[config.mk]
export PLATFORM = sky130hd
export DESIGN_NAME = vn_lut_page_loader
export DESIGN_NICKNAME = d
export VERILOG_FILES = /design/src/rtl/vn_lut_page_loader_pkg.sv /design/src/rtl/vn_lut_page_loader.sv
export SDC_FILE = /design/constraint.sdc
export NUM_CORES = 1
export LEC_CHECK = 0
export BUFFER_PORTS_ARGS = -buffer_cell sky130_fd_sc_hd__buf_4
export CAP_MARGIN = 5
export CORE_MARGIN = 4
export CORE_UTILIZATION = 48
export DETAILED_ROUTE_END_ITERATION = 6
export GPL_TIMING_DRIVEN = 0
export PLACE_DENSITY = 0.75
export SKIP_CTS_REPAIR_TIMING = 1
export SYNTH_ARGS = -nofsm -noshare
export SYNTH_HDL_FRONTEND = slang
export SYNTH_SLANG_ARGS = --single-unit
[constraint.sdc]
create_clock -name write_clk -period 2.4 [get_ports write_clk]
set_input_delay 0.48 -clock write_clk [delete_from_list [all_inputs] [get_ports write_clk]]
set_output_delay 0.48 -clock write_clk [all_outputs]
set_load 0.01 [all_outputs]
[src/rtl/vn_lut_page_loader_pkg.sv]
// Shared sizing for the VN LUT write path. The loader and sym_vn_lut both take
// their entry width, address width and page length from here.
package vn_lut_page_loader_pkg;

  localparam int VN_QUANT_BITS = 3;
  localparam int VN_ADDR_WIDTH = 5;
  localparam int VN_LOAD_CYCLE = 32;

endpackage

[src/rtl/vn_lut_page_loader.sv]
// Write-side sequencer for the replicated VN LUT: turns a valid/ready stream of
// one page of entries into in-order writes on both replica ports.
module vn_lut_page_loader
  import vn_lut_page_loader_pkg::*;
#(
  parameter int QUANT_BITS = VN_QUANT_BITS,
  parameter int ADDR_WIDTH = VN_ADDR_WIDTH,
  parameter int LOAD_CYCLE = VN_LOAD_CYCLE
) (
  input  logic                  write_clk,
  input  logic                  rstn,
  input  logic                  load_start,
  input  logic                  load_abort,
  input  logic                  in_valid,
  input  logic [QUANT_BITS-1:0] in_data,
  output logic                  in_ready,
  output logic [QUANT_BITS-1:0] lut_in_replicate_0,
  output logic [ADDR_WIDTH-1:0] write_addr_replicate_0,
  output logic [QUANT_BITS-1:0] lut_in_replicate_1,
  output logic [ADDR_WIDTH-1:0] write_addr_replicate_1,
  output logic                  we,
  output logic                  busy,
  output logic                  load_done
);

  typedef enum logic [1:0] {
    ST_IDLE  = 2'd0,
    ST_LOAD  = 2'd1,
    ST_FLUSH = 2'd2,
    ST_DONE  = 2'd3
  } state_e;

  localparam logic [ADDR_WIDTH-1:0] LAST_ADDR = ADDR_WIDTH'(LOAD_CYCLE - 1);

  state_e                state, state_next;
  logic [ADDR_WIDTH-1:0] cnt, cnt_next;
  logic                  transfer;
  logic                  commit;

  assign in_ready = (state == ST_LOAD);
  assign transfer = in_valid & in_ready;
  // An entry handed over in the abort cycle is dropped so nothing is written after an abort.
  assign commit   = transfer & ~load_abort;

  // NOTE: every signal written here gets a default first, so no path leaves it unassigned and no latch is inferred.
  always_comb begin
    state_next = state;
    cnt_next   = cnt;
    unique case (state)
      ST_IDLE: begin
        if (load_start && !load_abort) begin
          state_next = ST_LOAD;
          cnt_next   = '0;
        end
      end
      ST_LOAD: begin
        if (load_abort) begin
          state_next = ST_IDLE;
        end else if (transfer) begin
          if (cnt == LAST_ADDR) state_next = ST_FLUSH;
          else                  cnt_next   = cnt + 1'b1;
        end
      end
      ST_FLUSH: state_next = load_abort ? ST_IDLE : ST_DONE;
      ST_DONE:  state_next = ST_IDLE;
      default:  state_next = ST_IDLE;
    endcase
  end

  // NOTE: sequential state uses non-blocking assignments so every register samples pre-edge values.
  always_ff @(posedge write_clk or negedge rstn) begin
    if (!rstn) begin
      state                  <= ST_IDLE;
      cnt                    <= '0;
      we                     <= 1'b0;
      busy                   <= 1'b0;
      load_done              <= 1'b0;
      lut_in_replicate_0     <= '0;
      write_addr_replicate_0 <= '0;
      lut_in_replicate_1     <= '0;
      write_addr_replicate_1 <= '0;
    end else begin
      state     <= state_next;
      cnt       <= cnt_next;
      we        <= commit;
      busy      <= (state_next != ST_IDLE);
      load_done <= (state == ST_FLUSH) && !load_abort;
      // Separate register per replica keeps each LUT port on its own driver.
      if (commit) begin
        lut_in_replicate_0     <= in_data;
        write_addr_replicate_0 <= cnt;
        lut_in_replicate_1     <= in_data;
        write_addr_replicate_1 <= cnt;
      end
    end
  end

endmodule

==> results of run 1 <==
registers in the layout (all words and copies together) (netlist names):
| signal | flops |
|---|---|
| cnt | 5 |
| write_addr_replicate_1 | 5 |
| lut_in_replicate_1 | 3 |
| state | 2 |
| busy | 1 |
| load_done | 1 |
| we | 1 |
cell usage in the layout (no fill, tap or decap), types with 2 or more instances in the layout:
master and instances:
mux2_2 10, clkbuf_4 3, buf_4 35, ha_1 2, dfrtp_1 18, and3_1 2, a21oi_1 4, nand2_1 2
a22o_2 2, nor2_1 2
area by class of cell:
cell class              instances  area (µm²)
plain buffers                   9       71.32
clock buffers                   3       22.52
fillers                       120       485.5
inverters                       1       3.754
multi-input cells              38       320.3
flip-flops and latches         18       450.4
well taps                      16       20.02
repair buffers                 27       202.7
worst register-to-register path: cells and delay by family, from the launching register on:
family | cells | cell delay (ps)
adders and majority gates | 2 | 490
and+or+nand+nor | 2 | 470
muxes | 1 | 300
DFF | 1 | 420
AOI/OAI and AO/OA | 1 | 130
cells by family (layout without fill, tap and decap cells):
kind of cell | count (synthesis) | count (layout) | synth area share (%)
compound gates | 12 | 12 | 10.06
flops | 18 | 18 | 53.25
buf+inv | 10 | 40 | 8.876
mux | 10 | 10 | 13.31
simple gates | 14 | 14 | 11.54
fa+ha+maj | 2 | 2 | 2.958
path summary, 6_finish.rpt:
check | cells past startpoint | slack [ps] | end
worst min register to register | 1 | 540 | lut_in_replicate_1[0]
worst max-delay path | 6 | 490 | cnt[0]
worst max register to register | 6 | 490 | cnt[0]
worst min-delay path | 1 | 30 | lut_in_replicate_1[1]
max in group asynchronous | 1 | 2180 | write_addr_replicate_1[1]
min in group write_clk | 2 | 370 | load_done
through the flow:
stage / worst slack, ps / hold slack (ps)
6_report: 486.6 / 32.70
5_1_grt: 375.2 / 31.98
2_1_floorplan: 655.8 / 184.4
4_1_cts: 488.6 / 36.02
3_3_place_gp: 528.7 / 358.8
3_5_place_dp: 511.9 / 360.7
layer usage:
metal,up-vias,wire [µm]
li1,290,-
met1,273,606
met2,20,755
met3,4,128
met4,0,23
met5,-,0
power by group through the flow:
| stage | Clock, W | Combinational (W) | Sequential [W] |
|---|---|---|---|
| global route | 0.000169 | 0.000217 | 0.000365 |
| global placement | 0 | 0.000201 | 0.000362 |
| CTS | 0.000154 | 0.000206 | 0.000360 |
| finish | 0.000146 | 0.000203 | 0.000358 |
| floorplan | 0 | 0.0000921 | 0.000373 |
| detailed placement | 0 | 0.000206 | 0.000366 |
==> impl_metrics.json, run 1 <==
{
  "busiest_layer": "met2",
  "dp.cells": 109,
  "fin_area_um2": 1091,
  "status": "completed",
  "fin_crit_ps": 1913,
  "fin_crit_sh_pct": 79.73,
  "clk_pin_slew_ps": 100,
  "hold_viol": 0,
  "routed_via_density": 5.241,
  "finClkSkew_ps": 3.361,
  "ys_warn_count": 0,
  "netSwitchingFraction_pct": 26.88,
  "io_buffers": 27,
  "combPwrFrac_pct": 28.7,
  "root_buffer": "clkbuf_4",
  "antenna_cells": 0,
  "antenna_found_initial": 0,
  "synth_common_cells": "dfrtp_1, mux2_2, buf_4, a21oi_1",
  "cts_tree": "done",
  "fmax_mhz": 522.6,
  "synth_cells": 66,
  "dp_hpwl_um": 1181,
  "worst_path_most_repeated_cell": "ha_1",
  "crit_chain": "ha_1 -> and3_1 -> ha_1 -> and3b_1 -> o21ai_1 -> mux2_2",
  "rows": 14,
  "yosysMostFrequentCell": "dfrtp_1",
  "track_usage_pct": 14.14,
  "ir_worst_vdd_uv": 364.0,
  "maxCapViolCount": 0,
  "htreeDepth": 1,
  "die_height_um": 49.98,
  "crit_path_end_kind": "flop",
  "relSlewSlack_pct": 78.49,
  "power_w": 0.0007071,
  "path_class": "reg -> reg",
  "seqPwrFrac_pct": 50.7,
  "clock_sinks": 18,
  "yosys.area.top_type_share_pct": 53.25,
  "ys_types": 25,
  "drt_iter0_drc": 7,
  "wl_um": 1514,
  "cellLeakagePower_nw": 0.5819,
  "core_area_um2": 1577,
  "r2r_start": "cnt[0]",
  "met2_usage_pct": 24.45,
  "first_global_vias": 584,
  "final_cells": 112,
  "finish.utilization_pct": 69.21,
  "area_growth_pct": 28.99,
  "drive_gt1_share_pct": 55.21,
  "hold_path.class": "in -> async",
  "start_util_pct": 53.65,
  "cts_max_path_buffers": 2,
  "pwr_density_cell_nw_per_um2": 648.1,
  "ys_async_sr_fraction_pct": 100.0,
  "synth-seq-area-share_pct": 53.25,
  "switching_power_w": 0.0001901,
  "grt_max_degree": 19,
  "yosysTopAreaCell": "dfrtp_1",
  "grt_pass1_wl_um": 2601,
  "cp.arrival_ps": 2090,
  "die-width_um": 49.98,
  "fin_tns_setup_ps": 0,
  "synth_edf_count": 0,
  "place.gp.congestion": 0.7688,
  "cts_buffers": 3,
  "setup_viol": 0,
  "vias": 587,
  "critPathTopFamily": "adder cells",
  "io_pins": 28,
  "worstSetupStartpoint": "cnt[0]",
  "crit_buf_inv": 0,
  "synth_seq_cells": 18,
  "overflow": 0,
  "met1_usage_pct": 15.05,
  "p_clk_share_pct": 20.7,
  "synth_area_leaders": "dfrtp_1, mux2_2, buf_4, ha_1, a21oi_1",
  "worst_pin_slew_ps": 320.4,
  "syn_area_um2": 845.8,
  "clk_latency_ps": 290,
  "die_area_um2": 2498,
  "internal_power_w": 0.0005170,
  "required_ps": 2580,
  "syn-num-nets": 76,
  "rsz0062_at_grt": "false",
  "cp_slowest_stage_delay_ps": 420,
  "antenna_left": 0,
  "crit_fanout": 4,
  "startpoint_type": "flop",
  "met3_usage_pct": 5.120,
  "slew_violations": 0,
  "drc_errors": 0,
  "place_area_um2": 1069,
  "wl_per_cell_um": 13.52,
  "nets": 108,
  "crit_slowest_cell": "dfrtp_1",
  "ys.flop_type": "dfrtp_1",
  "postSynthAreaPerCell_um2": 12.82,
  "drt_pass1_iterations": 4
}
No activity file was read; power rests on OpenSTA's default activity.
==> run 2, diff against run 1 <==
--- a/config.mk
+++ b/config.mk
@@ -8,10 +8,10 @@
 export BUFFER_PORTS_ARGS = -buffer_cell sky130_fd_sc_hd__buf_4
 export CAP_MARGIN = 5
 export CORE_MARGIN = 4
-export CORE_UTILIZATION = 48
+export CORE_UTILIZATION = 43
 export DETAILED_ROUTE_END_ITERATION = 6
 export GPL_TIMING_DRIVEN = 0
-export PLACE_DENSITY = 0.75
+export PLACE_DENSITY = 0.71
 export SKIP_CTS_REPAIR_TIMING = 1
 export SYNTH_ARGS = -nofsm -noshare
 export SYNTH_HDL_FRONTEND = slang
==> constraint.sdc (replaced) <==
create_clock -name write_clk -period 1.5 [get_ports write_clk]
set_input_delay 0.3 -clock write_clk [delete_from_list [all_inputs] [get_ports write_clk]]
set_output_delay 0.3 -clock write_clk [all_outputs]
set_load 0.01 [all_outputs]
==> run 2 against run 1 <==
Net effect:
- clock-buffer cell count grew 1
- critical path depth unchanged
- critical path type unchanged
- the flow now finishes with violations (negative setup slack)
- highest routed layer unchanged
- total power up 70%
==> impl_metrics.json, run 2 (same netlist as run 1, synthesis figures left out) <==
{
  "antenna_left": 0,
  "hold_path.class": "in -> reg",
  "fin_crit_ps": 1819,
  "reg2reg_slack_ps": -320,
  "area_growth_pct": 38.61,
  "crit_fanout": 4,
  "cts_tree": "done",
  "crit_path_end_kind": "flop",
  "clock_sinks": 18,
  "worstSetupStartpoint": "cnt[0]",
  "relSlewSlack_pct": 80.04,
  "rr_worst_depth": 6,
  "worst_pin_slew_ps": 297.3,
  "first_global_vias": 539,
  "place.gp.congestion": 0.7021,
  "maxCapViolCount": 0,
  "cp-endpoint": "cnt[3]",
  "netSwitchingFraction_pct": 25.59,
  "reg2reg_to": "cnt[3]",
  "path_class": "reg -> reg",
  "finalHoldWorstSlack_ps": 193.8,
  "clk_pin_slew_ps": 100,
  "violations": "negative setup slack",
  "r2r_start": "cnt[0]",
  "pwr_density_cell_nw_per_um2": 1024,
  "combPwrFrac_pct": 28.2,
  "dp.cells": 118,
  "finalWorstSetupSlack_ps": -318.8,
  "drt_iter0_drc": 5,
  "htreeDepth": 1,
  "fin_crit_sh_pct": 121.3,
  "die_height_um": 52.35,
  "die_area_um2": 2741,
  "met1_usage_pct": 13.82,
  "track_usage_pct": 12.94,
  "ir_worst_vdd_uv": 488.1,
  "required_ps": 1680,
  "slew_violations": 0,
  "dpl_worst_slack_ps": -290.9,
  "dp_hpwl_um": 1264,
  "start_util_pct": 46.94,
  "busiest_layer": "met2",
  "cp.arrival_ps": 2000,
  "switching_power_w": 0.0003072,
  "startpoint_type": "flop",
  "io_buffers": 27,
  "cts_buffers": 3,
  "drive_gt1_share_pct": 60.40,
  "overflow": 0,
  "drc_errors": 0,
  "die-width_um": 52.35,
  "grt_pass1_wl_um": 2442,
  "wl_um": 1656,
  "met3_usage_pct": 4.274,
  "setup_viol": 5,
  "internal_power_w": 0.0008930,
  "antenna_found_initial": 0,
  "nets": 112,
  "status": "finished with violations",
  "antenna_cells": 0,
  "final_common_cell": "buf_4",
  "io_pins": 28,
  "largestRegisters": "cnt: 5 flops, write_addr_replicate_1: 5 flops, lut_in_replicate_1: 3 flops",
  "hold_viol": 0,
  "root_buffer": "clkbuf_4",
  "rsz0062_at_grt": "true",
  "p_clk_share_pct": 23.9,
  "fmax_mhz": 549.8,
  "fin_area_um2": 1172,
  "rows": 15,
  "vias": 623,
  "clk_latency_ps": 290,
  "final_cells": 126,
  "routed_via_density": 4.944,
  "final_cell_mix": "buf_4, dfrtp_1, mux2_2",
  "core_area_um2": 1802,
  "seqPwrFrac_pct": 47.9,
  "place_area_um2": 1097,
  "finClkSkew_ps": 5.744,
  "grt_max_degree": 19,
  "cts_max_path_buffers": 2,
  "drt_pass1_iterations": 4,
  "met2_usage_pct": 22.52,
  "wl_per_cell_um": 13.14,
  "cellLeakagePower_nw": 0.6033
}
-- run 2: cell types whose count changed in the layout (fill, tap and decap cells not counted), sizes merged --
cell,before,now
buf,36,39
clkbuf,3,4
dlygate4sd3,0,1
-- run 2: worst min path at each step --
stage	slack [ps]	depth (start not counted)	to	start
global placement	180	1	state[1]	rstn
CTS	-150	1	state[1]	rstn
finish	190	2	state[1]	load_abort
global route	180	2	state[0]	load_abort
detailed placement	180	1	state[1]	rstn
floorplan	4	0	busy	rstn
-- run 2: metal layers --
| metal | share of wire (%) | vias to the layer above |
|---|---|---|
| met3 | 6.3 | 4 |
| met1 | 37 | 300 |
| met5 | 0 | - |
| met4 | 2.0 | 0 |
| met2 | 54 | 22 |
| li1 | - | 297 |
-- run 2: worst max-delay path, cell delays in order, from the launching register on --
cell and delay [ps]:
dfrtp_1 400, ha_2 210, and3_4 200, ha_4 150
and3b_1 200, o211ai_1 220, mux2_4 320
-- run 2: per-stage QoR --
stage | TNS (ps) | total power (W) | utilization, %
floorplan | -729.3 | 0.0007450 | -
global placement | -1223 | 0.0009038 | 60.90
detailed placement | -1303 | 0.0009162 | 60.90
CTS | -1475 | 0.001212 | 62.92
global route | -1693 | 0.001273 | 65.07
finish | -1275 | 0.001200 | 65.07
-- run 2: power groups by stage --
stage	Sequential, W	Combinational [W]	Clock, W
after floorplan	0.000597	0.000148	0
after global placement	0.000581	0.000323	0
after detailed placement	0.000586	0.000330	0
after CTS	0.000577	0.000331	0.000305
after global routing	0.000586	0.000365	0.000322
final	0.000575	0.000339	0.000286
-- run 2: area by class of cell --
class | instances | area [µm²]
buffer | 9 | 71.32
clock buffer | 4 | 36.28
fill | 160 | 629.4
inverter | 1 | 3.754
multi-input combinational | 38 | 344.1
sequential | 18 | 450.4
tap | 25 | 31.28
timing repair buffer | 31 | 235.2
==> run 3, diff against run 2 <==
--- a/config.mk
+++ b/config.mk
@@ -8,10 +8,10 @@
 export BUFFER_PORTS_ARGS = -buffer_cell sky130_fd_sc_hd__buf_4
 export CAP_MARGIN = 5
 export CORE_MARGIN = 4
-export CORE_UTILIZATION = 43
+export CORE_UTILIZATION = 38
 export DETAILED_ROUTE_END_ITERATION = 6
 export GPL_TIMING_DRIVEN = 0
-export PLACE_DENSITY = 0.71
+export PLACE_DENSITY = 0.65
 export SKIP_CTS_REPAIR_TIMING = 1
 export SYNTH_ARGS = -nofsm -noshare
 export SYNTH_HDL_FRONTEND = slang
==> run 3 against run 2 <==
Net effect:
- the run still ends with negative setup slack left
- critical path depth unchanged
- largest power group unchanged
- global-route usage down 1.5 points
- clock-buffer cell count down 1
- sequential power about the same
- highest routed layer unchanged
- core utilization down 8.0 points
- die area up 11%
==> impl_metrics.json, run 3 (same netlist as run 1, synthesis figures left out) <==
{
  "status": "finished with violations",
  "violations": "negative setup slack",
  "area_growth_pct": 37.72,
  "root_buffer": "clkbuf_4",
  "final_common_cell": "buf_4",
  "drt_pass1_iterations": 4,
  "worst_pin_slew_ps": 304.8,
  "io_pins": 28,
  "io_buffers": 27,
  "hold_path_end": "busy",
  "path_class": "reg -> reg",
  "cellLeakagePower_nw": 0.5936,
  "required_ps": 1670,
  "drt_iter0_drc": 6,
  "grt_pass1_wl_um": 2380,
  "cp.arrival_ps": 1990,
  "nets": 112,
  "grt_max_degree": 19,
  "reg2reg_to": "cnt[3]",
  "finClkSkew_ps": 3.281,
  "maxCapViolCount": 0,
  "pwr_density_cell_nw_per_um2": 979.1,
  "crit_chain": "ha_2 -> and3_4 -> ha_4 -> and3b_1 -> o211ai_1 -> mux2_2",
  "antenna_left": 0,
  "largestRegisters": "cnt: 5 flops, write_addr_replicate_1: 5 flops, lut_in_replicate_1: 3 flops",
  "crit_slowest_cell": "dfrtp_1",
  "internal_power_w": 0.0008416,
  "fin_crit_ps": 1815,
  "relSlewSlack_pct": 79.55,
  "fin_crit_sh_pct": 121.0,
  "slew_violations": 0,
  "crit_fanout": 4,
  "setup_viol": 5,
  "fin_tns_setup_ps": -1316,
  "min_from": "load_abort",
  "die_area_um2": 3045,
  "hold_path.class": "in -> reg",
  "ir_worst_vdd_uv": 622.5,
  "rr_worst_depth": 6,
  "cts_max_path_buffers": 2,
  "p_clk_share_pct": 19.6,
  "seqPwrFrac_pct": 50.3,
  "antenna_found_initial": 0,
  "finalWorstSetupSlack_ps": -314.9,
  "cp_slowest_stage_delay_ps": 410,
  "place.gp.congestion": 0.6976,
  "rsz0062_at_grt": "true",
  "core_area_um2": 2042,
  "first_global_vias": 544,
  "dpl_worst_slack_ps": -303.2,
  "combPwrFrac_pct": 30.0,
  "fmax_mhz": 551.0,
  "cts_buffers": 3,
  "power_w": 0.001141,
  "final_cell_mix": "buf_4, dfrtp_1, mux2_2",
  "crit_path_end_kind": "flop",
  "track_usage_pct": 11.39,
  "reg2reg_slack_ps": -310,
  "die-width_um": 55.18,
  "hold_path_depth": 2,
  "cts_tree": "done",
  "clock_sinks": 18,
  "htreeDepth": 1,
  "rows": 16,
  "drive_gt1_share_pct": 61.00,
  "drc_errors": 0,
  "switching_power_w": 0.0002989,
  "critPathTopFamily": "simple AND/OR/NAND/NOR gates",
  "crit_buf_inv": 0,
  "netSwitchingFraction_pct": 26.21,
  "wl_um": 1573,
  "vias": 606,
  "antenna_cells": 0,
  "dp_hpwl_um": 1165,
  "routed_via_density": 4.772,
  "hold_viol": 0,
  "overflow": 0,
  "startpoint_type": "flop",
  "wl_per_cell_um": 12.39,
  "clk_pin_slew_ps": 90,
  "die_height_um": 55.18,
  "r2r_start": "cnt[0]",
  "clk_latency_ps": 280,
  "finish.utilization_pct": 57.05,
  "start_util_pct": 41.42
}
[run 3: cell count changes in the layout (fill, tap and decap cells not counted)]
cell / delta
nand2b_1: -1
nand2b_4: +1
mux2_2: +1
clkbuf_8: -1
mux2_4: -1
[run 3: per-layer routing]
layer	track usage, %	up-vias	share of wire (%)
met3	2.413	2	4.8
met1	13.57	294	42
met4	7.287	0	0.51
met2	18.50	13	53
met5	0	-	0
li1	-	297	-
[run 3: cell type report]
cell class | instances | area (µm²)
multi-input combinational | 38 | 347.8
tap | 27 | 33.78
fill | 195 | 877.1
timing repair buffer | 31 | 235.2
clock buffer | 3 | 22.52
inverter | 1 | 3.754
buffer | 9 | 71.32
sequential | 18 | 450.4
[run 3: worst max-delay path by stage]
stage | slack, ps | from | end | cells past startpoint
finish | -310 | cnt[0] | cnt[3] | 6
CTS | -330 | cnt[0] | cnt[3] | 6
global route | -380 | cnt[0] | cnt[3] | 6
global placement | -280 | cnt[0] | cnt[3] | 6
detailed placement | -300 | cnt[0] | cnt[0] | 6
floorplan | -190 | cnt[0] | cnt[3] | 6
[run 3: stage by stage]
step	cell area [µm²]	instances	hold WS [ps]
finish	1165	127	204.2
global route	1165	127	189.4
CTS	1122	123	-131.4
detailed placement	1100	120	184.0
global placement	1100	120	181.4
floorplan	863.3	66	4.409
[run 3: power by group through the flow]
stage / Combinational [W] / Clock (W) / Sequential (W)
final: 0.000343 / 0.000224 / 0.000574
after CTS: 0.000329 / 0.000238 / 0.000574
after floorplan: 0.000148 / 0 / 0.000597
after detailed placement: 0.000328 / 0 / 0.000584
after global routing: 0.000368 / 0.000264 / 0.000582
after global placement: 0.000323 / 0 / 0.000582
